[config.mk]
export PLATFORM = sky130hd
export DESIGN_NAME = division_arbiter
export DESIGN_NICKNAME = d
export VERILOG_FILES = /design/src/rtl/division_arbiter.sv
export SDC_FILE = /design/constraint.sdc
export NUM_CORES = 1
export LEC_CHECK = 0
export BUFFER_PORTS_ARGS = -buffer_cell sky130_fd_sc_hd__buf_2
export CORE_AREA = 3 3 113 61
export CTS_CLUSTER_DIAMETER = 60
export DETAILED_ROUTE_END_ITERATION = 16
export DIE_AREA = 0 0 116 64
export GPL_TIMING_DRIVEN = 0
export PLACE_DENSITY = 0.78
export REMOVE_ABC_BUFFERS = 1
export SLEW_MARGIN = 20
export SYNTH_ARGS = -nofsm -noshare
export SYNTH_HDL_FRONTEND = slang
export SYNTH_SLANG_ARGS = --single-unit
export TNS_END_PERCENT = 50
[constraint.sdc]
create_clock -name clk -period 3.7 [get_ports clk]
set_clock_uncertainty 0.05 [all_clocks]
set_input_delay 0.74 -clock clk [delete_from_list [all_inputs] [get_ports clk]]
set_output_delay 0.74 -clock clk [all_outputs]
set_load 0.005 [all_outputs]
[src/rtl/division_arbiter.sv]
// Round-robin sequencer sharing one iterative divider; accept->engine strobe 1 cycle, engine edge->rsp 1 cycle.
// One transaction in flight; other requesters keep req_valid high and wait (never dropped).
module division_arbiter #(
   parameter int N_REQ   = 4,
   parameter int TIMEOUT = 64
) (
   input  logic                  clk,
   input  logic                  rst,
   input  logic [N_REQ-1:0]      req_valid,
   input  logic [10*N_REQ-1:0]   req_a,
   input  logic [3*N_REQ-1:0]    req_b,
   output logic [N_REQ-1:0]      req_ready,
   output logic                  eng_in_valid,
   output logic [9:0]            eng_in_data_1,
   output logic [2:0]            eng_in_data_2,
   input  logic                  eng_out_valid,
   input  logic [19:0]           eng_out_data,
   output logic                  rsp_valid,
   output logic [2:0]            rsp_id,
   output logic [19:0]           rsp_data,
   output logic                  rsp_err,
   output logic                  busy
);
   localparam int CNT_W = (TIMEOUT > 2) ? $clog2(TIMEOUT) : 1;

   typedef enum logic [2:0] {IDLE, ISSUE, WAIT, RESP, DRAIN} state_t;

   state_t            state, next_state;
   logic [2:0]        last;
   logic [2:0]        cur_id;
   logic [2:0]        grant_id;
   logic              grant_any;
   logic              accept;
   logic              b_zero;
   logic              eng_edge;
   logic              timed_out;
   logic              ov_q;
   logic [CNT_W-1:0]  wait_cnt;
   logic [9:0]        sel_a;
   logic [2:0]        sel_b;
   logic [3:0]        probe;
   logic [N_REQ-1:0]  rv_rot;

   // Search starts just after the last winner and wraps, giving round-robin fairness.
   always_comb begin
      grant_any = 1'b0;
      grant_id  = '0;
      probe     = '0;
      rv_rot    = '0;
      for (int k = 1; k <= N_REQ; k++) begin
         probe = {1'b0, last} + 4'(k);
         if (probe >= 4'(N_REQ)) probe = probe - 4'(N_REQ);
         rv_rot = req_valid >> probe;
         if (!grant_any && rv_rot[0]) begin
            grant_any = 1'b1;
            grant_id  = probe[2:0];
         end
      end
   end

   always_comb begin
      sel_a     = 10'(req_a >> (10 * grant_id));
      sel_b     = 3'(req_b >> (3 * grant_id));
      b_zero    = (sel_b == 3'd0);
      accept    = (state == IDLE) && grant_any && !rst;
      req_ready = accept ? (N_REQ'(1) << grant_id) : '0;
      eng_edge  = eng_out_valid && !ov_q;
      timed_out = (wait_cnt == CNT_W'(TIMEOUT - 1));
   end

   always_comb begin
      next_state = state;
      case (state)
         IDLE:  if (accept) next_state = b_zero ? RESP : ISSUE;
         ISSUE: next_state = WAIT;
         WAIT:  if (eng_edge || timed_out) next_state = RESP;
         RESP:  next_state = DRAIN;
         DRAIN: if (!eng_out_valid) next_state = IDLE;
         default: next_state = IDLE;
      endcase
   end

   always_ff @(posedge clk) begin
      if (rst) state <= IDLE;
      else     state <= next_state;
   end

   // Outputs are registered from next_state so each lines up with its state cycle.
   always_ff @(posedge clk) begin
      if (rst) begin
         last          <= 3'(N_REQ - 1);
         cur_id        <= '0;
         ov_q          <= 1'b0;
         wait_cnt      <= '0;
         busy          <= 1'b0;
         eng_in_valid  <= 1'b0;
         eng_in_data_1 <= '0;
         eng_in_data_2 <= '0;
         rsp_valid     <= 1'b0;
         rsp_id        <= '0;
         rsp_data      <= '0;
         rsp_err       <= 1'b0;
      end else begin
         ov_q         <= eng_out_valid;
         busy         <= (next_state != IDLE);
         eng_in_valid <= (next_state == ISSUE);
         rsp_valid    <= (next_state == RESP);
         wait_cnt     <= (state == WAIT) ? wait_cnt + 1'b1 : '0;
         if (accept) begin
            last   <= grant_id;
            cur_id <= grant_id;
            if (b_zero) begin
               rsp_id   <= grant_id;
               rsp_data <= '0;
               rsp_err  <= 1'b1;
            end else begin
               eng_in_data_1 <= sel_a;
               eng_in_data_2 <= sel_b;
            end
         end
         if (state == WAIT) begin
            if (eng_edge) begin
               rsp_id   <= cur_id;
               rsp_data <= eng_out_data;
               rsp_err  <= 1'b0;
            end else if (timed_out) begin
               rsp_id   <= cur_id;
               rsp_data <= '0;
               rsp_err  <= 1'b1;
            end
         end
      end
   end
endmodule

[Word-level counts from Yosys, hierarchy flattened]
Cells that the tools add are included.
Operators by class
  add/subtract/negate cells: 9
  mux-type cells: 33
  order comparisons: 4
  $mul: 2
  equality and inequality tests: 7
  shift-type cells: 7
  bitwise gates (word level): 2
  reductions and logical operators: 17
Operators with widths (count)
  $mux 20: 5
  $shr 40x7->10: 1
  $mux 3: 12
  $mux 4: 5
  $ge 4x3->1 const B: 4
  $shr 4x4->1: 4
  $sub 4x3->4 const B: 4
  $pmux 3 s5: 1
  $shr 12x5->3: 1
  $eq 3x2->1 const B: 3
  $mux 1: 9
  $add 3x2->4 const B: 2
  $add 6x1->6 const B: 1
  $eq 3x1->1 const B: 2
  $eq 6x6->1 const B: 1
  $logic_and 1x1->1: 6
  $logic_not 3->1: 2
  $mul 3x3->6 const A: 1
  $logic_not 1->1: 5
  $mul 2x3->5 const A: 1
  $add 3x1->4 const B: 1
  $add 3x3->4 const B: 1
  $shl 1x3->4 const A: 1
  $eq 3x3->1 const B: 1
  other kinds (6): 7
Word-level totals
  output and inout port bits: 44
  register bits after elaboration: 56
  input port bits: 79
  word-level logic and storage cells: 94

[Logic depth before layout (Yosys ltp)]
Gate-level depths: netlist of the first run.
  word-level depth: 22
  depth in mapped cells: 16
  gate-level depth less buffers: 11

[Least setup slack after synthesis of the first run]
No wires, ideal clock.
  path kind: flip-flop to output port
  from: reg last[0]
  to: out req_ready[2]
  path buffers: 5
  setup slack: 0.363 ns
  arrival: 2.547 ns
  stages on the path, launching flop included: 14
  data required time: 2.910 ns
  cells stage by stage: dfxtp_1 -> buf_6 -> buf_6 -> inv_2 -> ha_1 -> mux2_4 -> a22oi_1 -> o22a_2 -> o21ai_2 -> buf_6 -> clkbuf_1 -> clkbuf_1 -> nand2_1 -> nor2_1
Between the ends
  cells in the longest elaborated chain, start to end: 17
  elaborated cells on any way between the ends: 38
  those cells by class: 8 x add/sub; 4 x order compare; 5 x shift; 13 x mux; 8 x reduce/logical
RTL lines
  from (decl): line 29  | logic [2:0] last;
  from (signal assigned): line 91  | last <= 3'(N_REQ - 1);
  from (signal assigned): line 110  | last <= grant_id;
  $add 3x1->4: line 51  | probe = {1'b0, last} + 4'(k);
  $sub 4x3->4 / $ge 4x3->1 (equally long branches): line 52  | if (probe >= 4'(N_REQ)) probe = probe - 4'(N_REQ);
  $mux 4: line 52
  $shr 4x4->1: line 53  | rv_rot = req_valid >> probe;
  $mux 1: line 54  | if (!grant_any && rv_rot[0]) begin
  $logic_not 1->1: line 54
  $logic_and 1x1->1: line 54
  $mux 1: line 54
  $logic_not 1->1: line 54
  $logic_and 1x1->1: line 54
  $mux 1: line 54
  $logic_not 1->1: line 54
  $logic_and 1x1->1: line 54
  $mux 1: line 54
  $logic_and 1x1->1 (2 in series): line 65  | accept = (state == IDLE) && grant_any && !rst;
  $mux 4 *: line 66  | req_ready = accept ? (N_REQ'(1) << grant_id) : '0;
  to (decl): line 12  | output logic [N_REQ-1:0] req_ready,
Mark *: on every way between the ends. The rest lies on a longest branch, timed or not.

[Final worst setup path of the first run]
  from: reg last[1]
  to: out req_ready[3]
The elaborated chain is that of the path after synthesis.

==> impl_metrics.yaml, run 1 <==
status:
  outcome: "finished clean"
layout:
  antenna-diode-count: 0
  area_growth_pct: 34.2
  nFillCells: 533
  nets: 519
  drive_gt1_share_pct: 41.0
  final_cells: 516
drt:
  drtAntennaViolNets: 0
  drc_errors: 0
  wl_um: 7510
  avgViaCountPerCell: 5.28
  drt-initial-drc-count: 174
  via_count: 2725
  firstDrtPassIters: 4
  wl_per_cell_um: 14.6
power:
  p_seq_share_pct: 25.4
  p_sw_share_pct: 42.9
  power.share.combinational_pct: 59.7
  internal-power_mw: 1.80
  leakagePower_nw: 1.73
  switching_power_mw: 1.35
  power_density_nw_per_um2: 842
  pwr-share-clk_pct: 14.8
  vdd_drop_max_v: 0.000698
clock_network:
  cts.hold.buffers_added: 0
  clkSinkCount: 55
  clockRootBuffer: "clkbuf_16"
  clockBufferDepth: 2
  cts_tree: "done"
  h-tree-depth: 2
  clk_pin_slew_ns: 0.07
  numCtsBuffers: 5
  clock_latency_ns: 0.29
synth:
  synth_adder_area_share_pct: 0.897
  ys.flop_type: "dfxtp_1"
  syn_area_per_cell_sq_um: 8.91
  synth.distinct_cells: 52
  synth_xor_area_share_pct: 0.942
  post_synth_and_or_nand_nor_area_fraction_pct: 20.2
  synth_compound_area_share_pct: 26.5
  yosysTopAreaCell: "dfxtp_1"
  ys_ff_latch: 55
  synth_edf_count: 0
  synth.mux.area_fraction_pct: 5.52
  synth.yosys.warnings: 0
  synthCells: 313
  synth_top_family_by_area: "compound AO/OA/AOI/OAI gates"
  netlist_area_sq_um: 2790
  synth.most_common_cell: "dfxtp_1"
  synthArstFlopShare_pct: 0
  yosys-top-cells-count: "55 x dfxtp_1, 36 x nand2_1, 20 x a22o_1"
  synth_top_area_share_pct: 39.5
  synth_area_leaders: "dfxtp_1 39%, a22o_1 6.3%, nand2_1 4.8%"
  ys_seq_area_share_pct: 39.5
die:
  fp.dieW_um: 116
  initial_core_util_pct: 46.8
  rows: 20
  ioPinCount: 123
  fp.dieArea_sq_um: 7420
  dieHeight_um: 64
  coreArea_sq_um: 5960
timing:
  finalSetupViolCount: 0
  rsz0062_at_grt: "no"
  drv_slew: 0
  timing.final.crit_share_pct: 93.6
  hold_viol_final: 0
  fmax_mhz: 289
  holdWs_ns: 0.399
  period_needed_ns: 3.46
  tightest_slew_ns: 0.725
  slew_headroom_pct: 51.7
global_route:
  grt_pass1_wl_um: 12000
  track_usage_pct: 19.9
  antenna_found_initial: 0
  first_global_vias: 2536
  grt_max_degree: 33
  overflow: 0
worst_setup_path:
  cp_slowest_cell: "or3b_1"
  cp.arrival_ns: 2.67
  path_cells: "inv_1 -> ha_4 -> mux2_1 -> o21ai_2 -> o22ai_1 -> or3b_1 -> and3_4 -> and3_1 -> buf_2"
  cp_top_family: "simple AND/OR/NAND/NOR gates"
  critPathLaunchType: "flop"
  crit_fanout: 22
  cpPeakStageDelay_ns: 0.40
  end_kind: "output port"
  criticalPathCategory: "reg -> out"
  path_buf_inv: 2
  required_ns: 2.91
placed_design:
  gp_congestion: 0.863
  placed_cells: 491
  port_buffers: 122
  dp_hpwl_um: 4930
min_path:
  hp-class: "reg -> reg"
job:
  max-cap-violations: 0
## registers in the layout, indices dropped and copies added (netlist names), 2 cells and up
register and flops:
eng_in_data_1 10, rsp_id 3, cur_id 2, rsp_data 20
wait_cnt 6, eng_in_data_2 3, state 3, last 3
## layout make-up
| class | count | area [sq um] | area share (%) |
|---|---|---|---|
| clock inverters | 3 | 23.8 | 0.635 |
| clock buffers | 5 | 125 | 3.34 |
| repair buffers | 137 | 748 | 20.0 |
| inverters | 11 | 41.3 | 1.10 |
| well taps | 77 | 96.3 | 2.57 |
| multi-input cells | 228 | 1600 | 42.8 |
| flip-flops and latches | 55 | 1110 | 29.6 |
## kinds of logic after synthesis
| kind of cell | after synthesis |
|---|---|
| xor gates and xnor gates | 3 |
| AOI/OAI and AO/OA | 93 |
| adders and majority gates | 2 |
| muxes | 14 |
| DFF | 55 |
| buffers and inverters | 33 |
| and+or+nand+nor | 113 |
## path summary, 6_finish.rpt
| path | from | endpoint | slack, ns | cells past startpoint |
|---|---|---|---|---|
| setup / recovery | last[1] | req_ready[3] | 0.24 | 9 |
| hold / removal | wait_cnt[0] | wait_cnt[0] | 0.40 | 1 |
| setup reg to reg | last[1] | rsp_data[16] | 0.30 | 13 |
| hold reg to reg | wait_cnt[0] | wait_cnt[0] | 0.40 | 1 |
## placed cells by master, fill, tap and decap left out, types with 4 or more instances in the layout
master     count
a211oi_1      11
a21oi_1        8
a22o_1        20
a31oi_1       13
and2_0         6
and2_1         5
and3_1         4
buf_2        122
buf_4         13
clkbuf_16      5
dfxtp_1       53
inv_1          9
mux2i_1       10
nand2_1       36
nand2b_1      17
nand3_1       12
nor2_1        18
o21ai_0        6
o21ai_2       12
o22ai_1        4
## worst reg2reg max path: cells and delay by family, from the launching register on
| kind | cells | cell delay [ns] |
|---|---|---|
| AO/OA/AOI/OAI | 6 | 1.20 |
| multiplexers | 2 | 0.80 |
| buffers and inverters | 3 | 0.47 |
| flip-flops | 1 | 0.39 |
| adder cells (fa/ha/maj) | 1 | 0.33 |
| AND/OR/NAND/NOR | 1 | 0.12 |
## power by group through the flow
stage | clock (mW) | sequential [mW] | combinational, mW
finish | 0.468 | 0.801 | 1.88
global route | 0.514 | 0.818 | 2.06
CTS | 0.478 | 0.803 | 1.80
detailed placement | 0 | 0.811 | 1.49
global placement | 0 | 0.810 | 1.47
floorplan | 0 | 0.814 | 1.08
## through the flow
stage	area [sq um]	total power [mW]	TNS (ns)	worst slack, ns	util, %
final	3740	3.15	0	0.237	62.8
after global routing	3740	3.39	0	0.0842	62.8
after CTS	3680	3.08	0	0.0712	61.8
after detailed placement	3380	2.30	-33.56	-1.01	56.7
after global placement	3360	2.28	-39.00	-1.06	56.3
after floorplan	2650	1.89	-7.13	-0.273	-
## routing by layer
metal / vias up / GRT usage [%] / part of all wire (%)
li1: 1374 / - / -
met1: 1269 / 26.1 / 46
met2: 74 / 34.0 / 48
met3: 8 / 3.50 / 4.5
met4: 0 / 4.63 / 1.4
met5: - / 0 / 0
## what timing repair did
action | CTS | global route
pin swaps | 4 | 1
endpoints found under the setup margin | 45 | 36
gates cloned | 3 | 0
setup buffers | 9 | 5
resized for setup | 9 | 4
Power figures use the tool's default switching activity.
==> inputs of run 2 (changes only) <==
- clock period: 3.7 -> 3.5 ns (I/O delays scaled with it)
==> run 2 against run 1 <==
Net effect: critical path depth stayed put; final cell count up 1.6%; design area rose by 2.7%; die area is the same; utilization rose by 1.7 points; largest cell class unchanged; highest routed layer unchanged.
==> impl_metrics.yaml, run 2 (synthesis results as in run 1) <==
drt:
  drtAntennaViolNets: 0
  firstDrtPassIters: 4
  wl_um: 7980
  avgViaCountPerCell: 5.40
  highest_layer: "met4"
  route.met2.wl_um: 3890
  drt-initial-drc-count: 182
  wl_met3_um: 336
  via_count: 2831
  wl_per_cell_um: 15.2
  drc_errors: 0
  wl_met1_um: 3630
power:
  p_seq_share_pct: 24.1
  vdd_drop_max_v: 0.000664
  p_sw_share_pct: 43.0
  power_density_nw_per_um2: 921
  switching_power_mw: 1.52
  leakagePower_nw: 1.76
  internal-power_mw: 2.02
  power.share.combinational_pct: 62.0
  pwr-share-clk_pct: 14.0
clock_network:
  numCtsBuffers: 5
  clockBufferDepth: 2
  clockRootBuffer: "clkbuf_16"
  clk_pin_slew_ns: 0.07
  clkSinkCount: 55
  clock_latency_ns: 0.29
  cts_tree: "done"
  h-tree-depth: 2
  cts.hold.buffers_added: 0
timing:
  slew_headroom_pct: 51.5
  holdWs_ns: 0.399
  fmax_mhz: 292
  finalSetupViolCount: 0
  tightest_slew_ns: 0.728
  hold_viol_final: 0
  timing.final.crit_share_pct: 98.0
  finalSetupTns_ns: 0
  period_needed_ns: 3.43
  drv_slew: 0
min_path:
  hold_depth: 1
  hp-class: "reg -> reg"
  min_to: "wait_cnt[0]"
  worstHoldStart: "wait_cnt[0]"
layout:
  regMostFlops: "rsp_data"
  largest_reg_flops: 20
  final_common_cell: "buf_2"
  antenna-diode-count: 0
  layout_common_cells: "122 x buf_2, 53 x dfxtp_1, 36 x nand2_1"
  drive_gt1_share_pct: 43.4
  utilization_pct: 64.6
  biggestRegsByFlops: "rsp_data x20, eng_in_data_1 x10, wait_cnt x6"
  area_growth_pct: 37.9
  final_cells: 524
  nets: 527
worst_setup_path:
  crit_fanout: 11
  cp.arrival_ns: 2.68
  critPathLaunchType: "flop"
  end_kind: "output port"
  required_ns: 2.75
  reg2reg_depth: 14
  criticalPathCategory: "reg -> out"
  r2r_slack_ns: 0.17
  r2r_end: "eng_in_data_1[0]"
  r2r-start: "last[0]"
global_route:
  track_usage_pct: 20.3
  first_global_vias: 2556
  grt_max_degree: 33
  antenna_found_initial: 0
  overflow: 0
  grt_pass1_wl_um: 12200
die:
  rows: 20
  fp.dieW_um: 116
  coreArea_sq_um: 5960
  initial_core_util_pct: 46.8
  fp.dieArea_sq_um: 7420
  dieHeight_um: 64
  ioPinCount: 123
placed_design:
  placed_cells: 491
  port_buffers: 122
  dp_hpwl_um: 4930
  gp_congestion: 0.863
status:
  outcome: "finished clean"
job:
  max-cap-violations: 0
run 2: per-stage QoR:
| step | power (mW) | setup WS, ns | cell area (sq um) |
|---|---|---|---|
| 6_report | 3.54 | 0.0709 | 3840 |
| 5_1_grt | 3.80 | -0.0101 | 3840 |
| 4_1_cts | 3.32 | 0.0490 | 3720 |
| 3_5_place_dp | 2.44 | -1.21 | 3380 |
| 3_3_place_gp | 2.41 | -1.26 | 3360 |
| 2_1_floorplan | 2.00 | -0.473 | 2650 |
run 2: timing repair:
| item | in CTS | in global routing |
|---|---|---|
| buffers inserted | 11 | 9 |
| setup endpoints to repair | 45 | 42 |
| gates resized for setup | 14 | 9 |
| pin swaps | 5 | 3 |
| cloned | 3 | 2 |
run 2: area by class of cell:
class	count	area (sq um)
timing repair buffer	143	797
multi-input combinational	230	1650
tap	77	96.3
sequential	55	1110
inverter	11	41.3
clock inverter	3	23.8
fill	514	2110
clock buffer	5	125
run 2: how the worst max path moves through the flow:
stage | from | endpoint | slack (ns) | cells after the start
after floorplan | last[0] | eng_in_data_2[0] | -0.47 | 11
after global placement | last[0] | eng_in_data_2[0] | -1.26 | 11
after detailed placement | last[0] | eng_in_data_2[0] | -1.21 | 11
after CTS | last[0] | req_ready[3] | 0.05 | 9
after global routing | last[0] | eng_in_data_2[1] | -0.01 | 14
final | last[0] | req_ready[3] | 0.07 | 9
run 2: layer usage:
metal  global-route usage (%)  up-vias
li1                         -     1401
met1                     26.6     1330
met2                     34.7       88
met3                     3.60       12
met4                     4.92        0
met5                        0        -
run 2: power groups by stage:
stage / combinational, mW / sequential, mW / clock [mW]
finish: 2.19 / 0.853 / 0.494
floorplan: 1.14 / 0.861 / 0
detailed placement: 1.58 / 0.858 / 0
global route: 2.39 / 0.869 / 0.539
global placement: 1.55 / 0.856 / 0
CTS: 1.96 / 0.850 / 0.505
run 2: critical path: stages (launching register included):
cell and delay [ns]:
dfxtp_4 0.43, inv_2 0.09, ha_4 0.30, mux2_1 0.34, o21ai_2 0.15, o22ai_1 0.10
or3b_1 0.44, and3_4 0.23, and3_1 0.18, buf_2 0.12
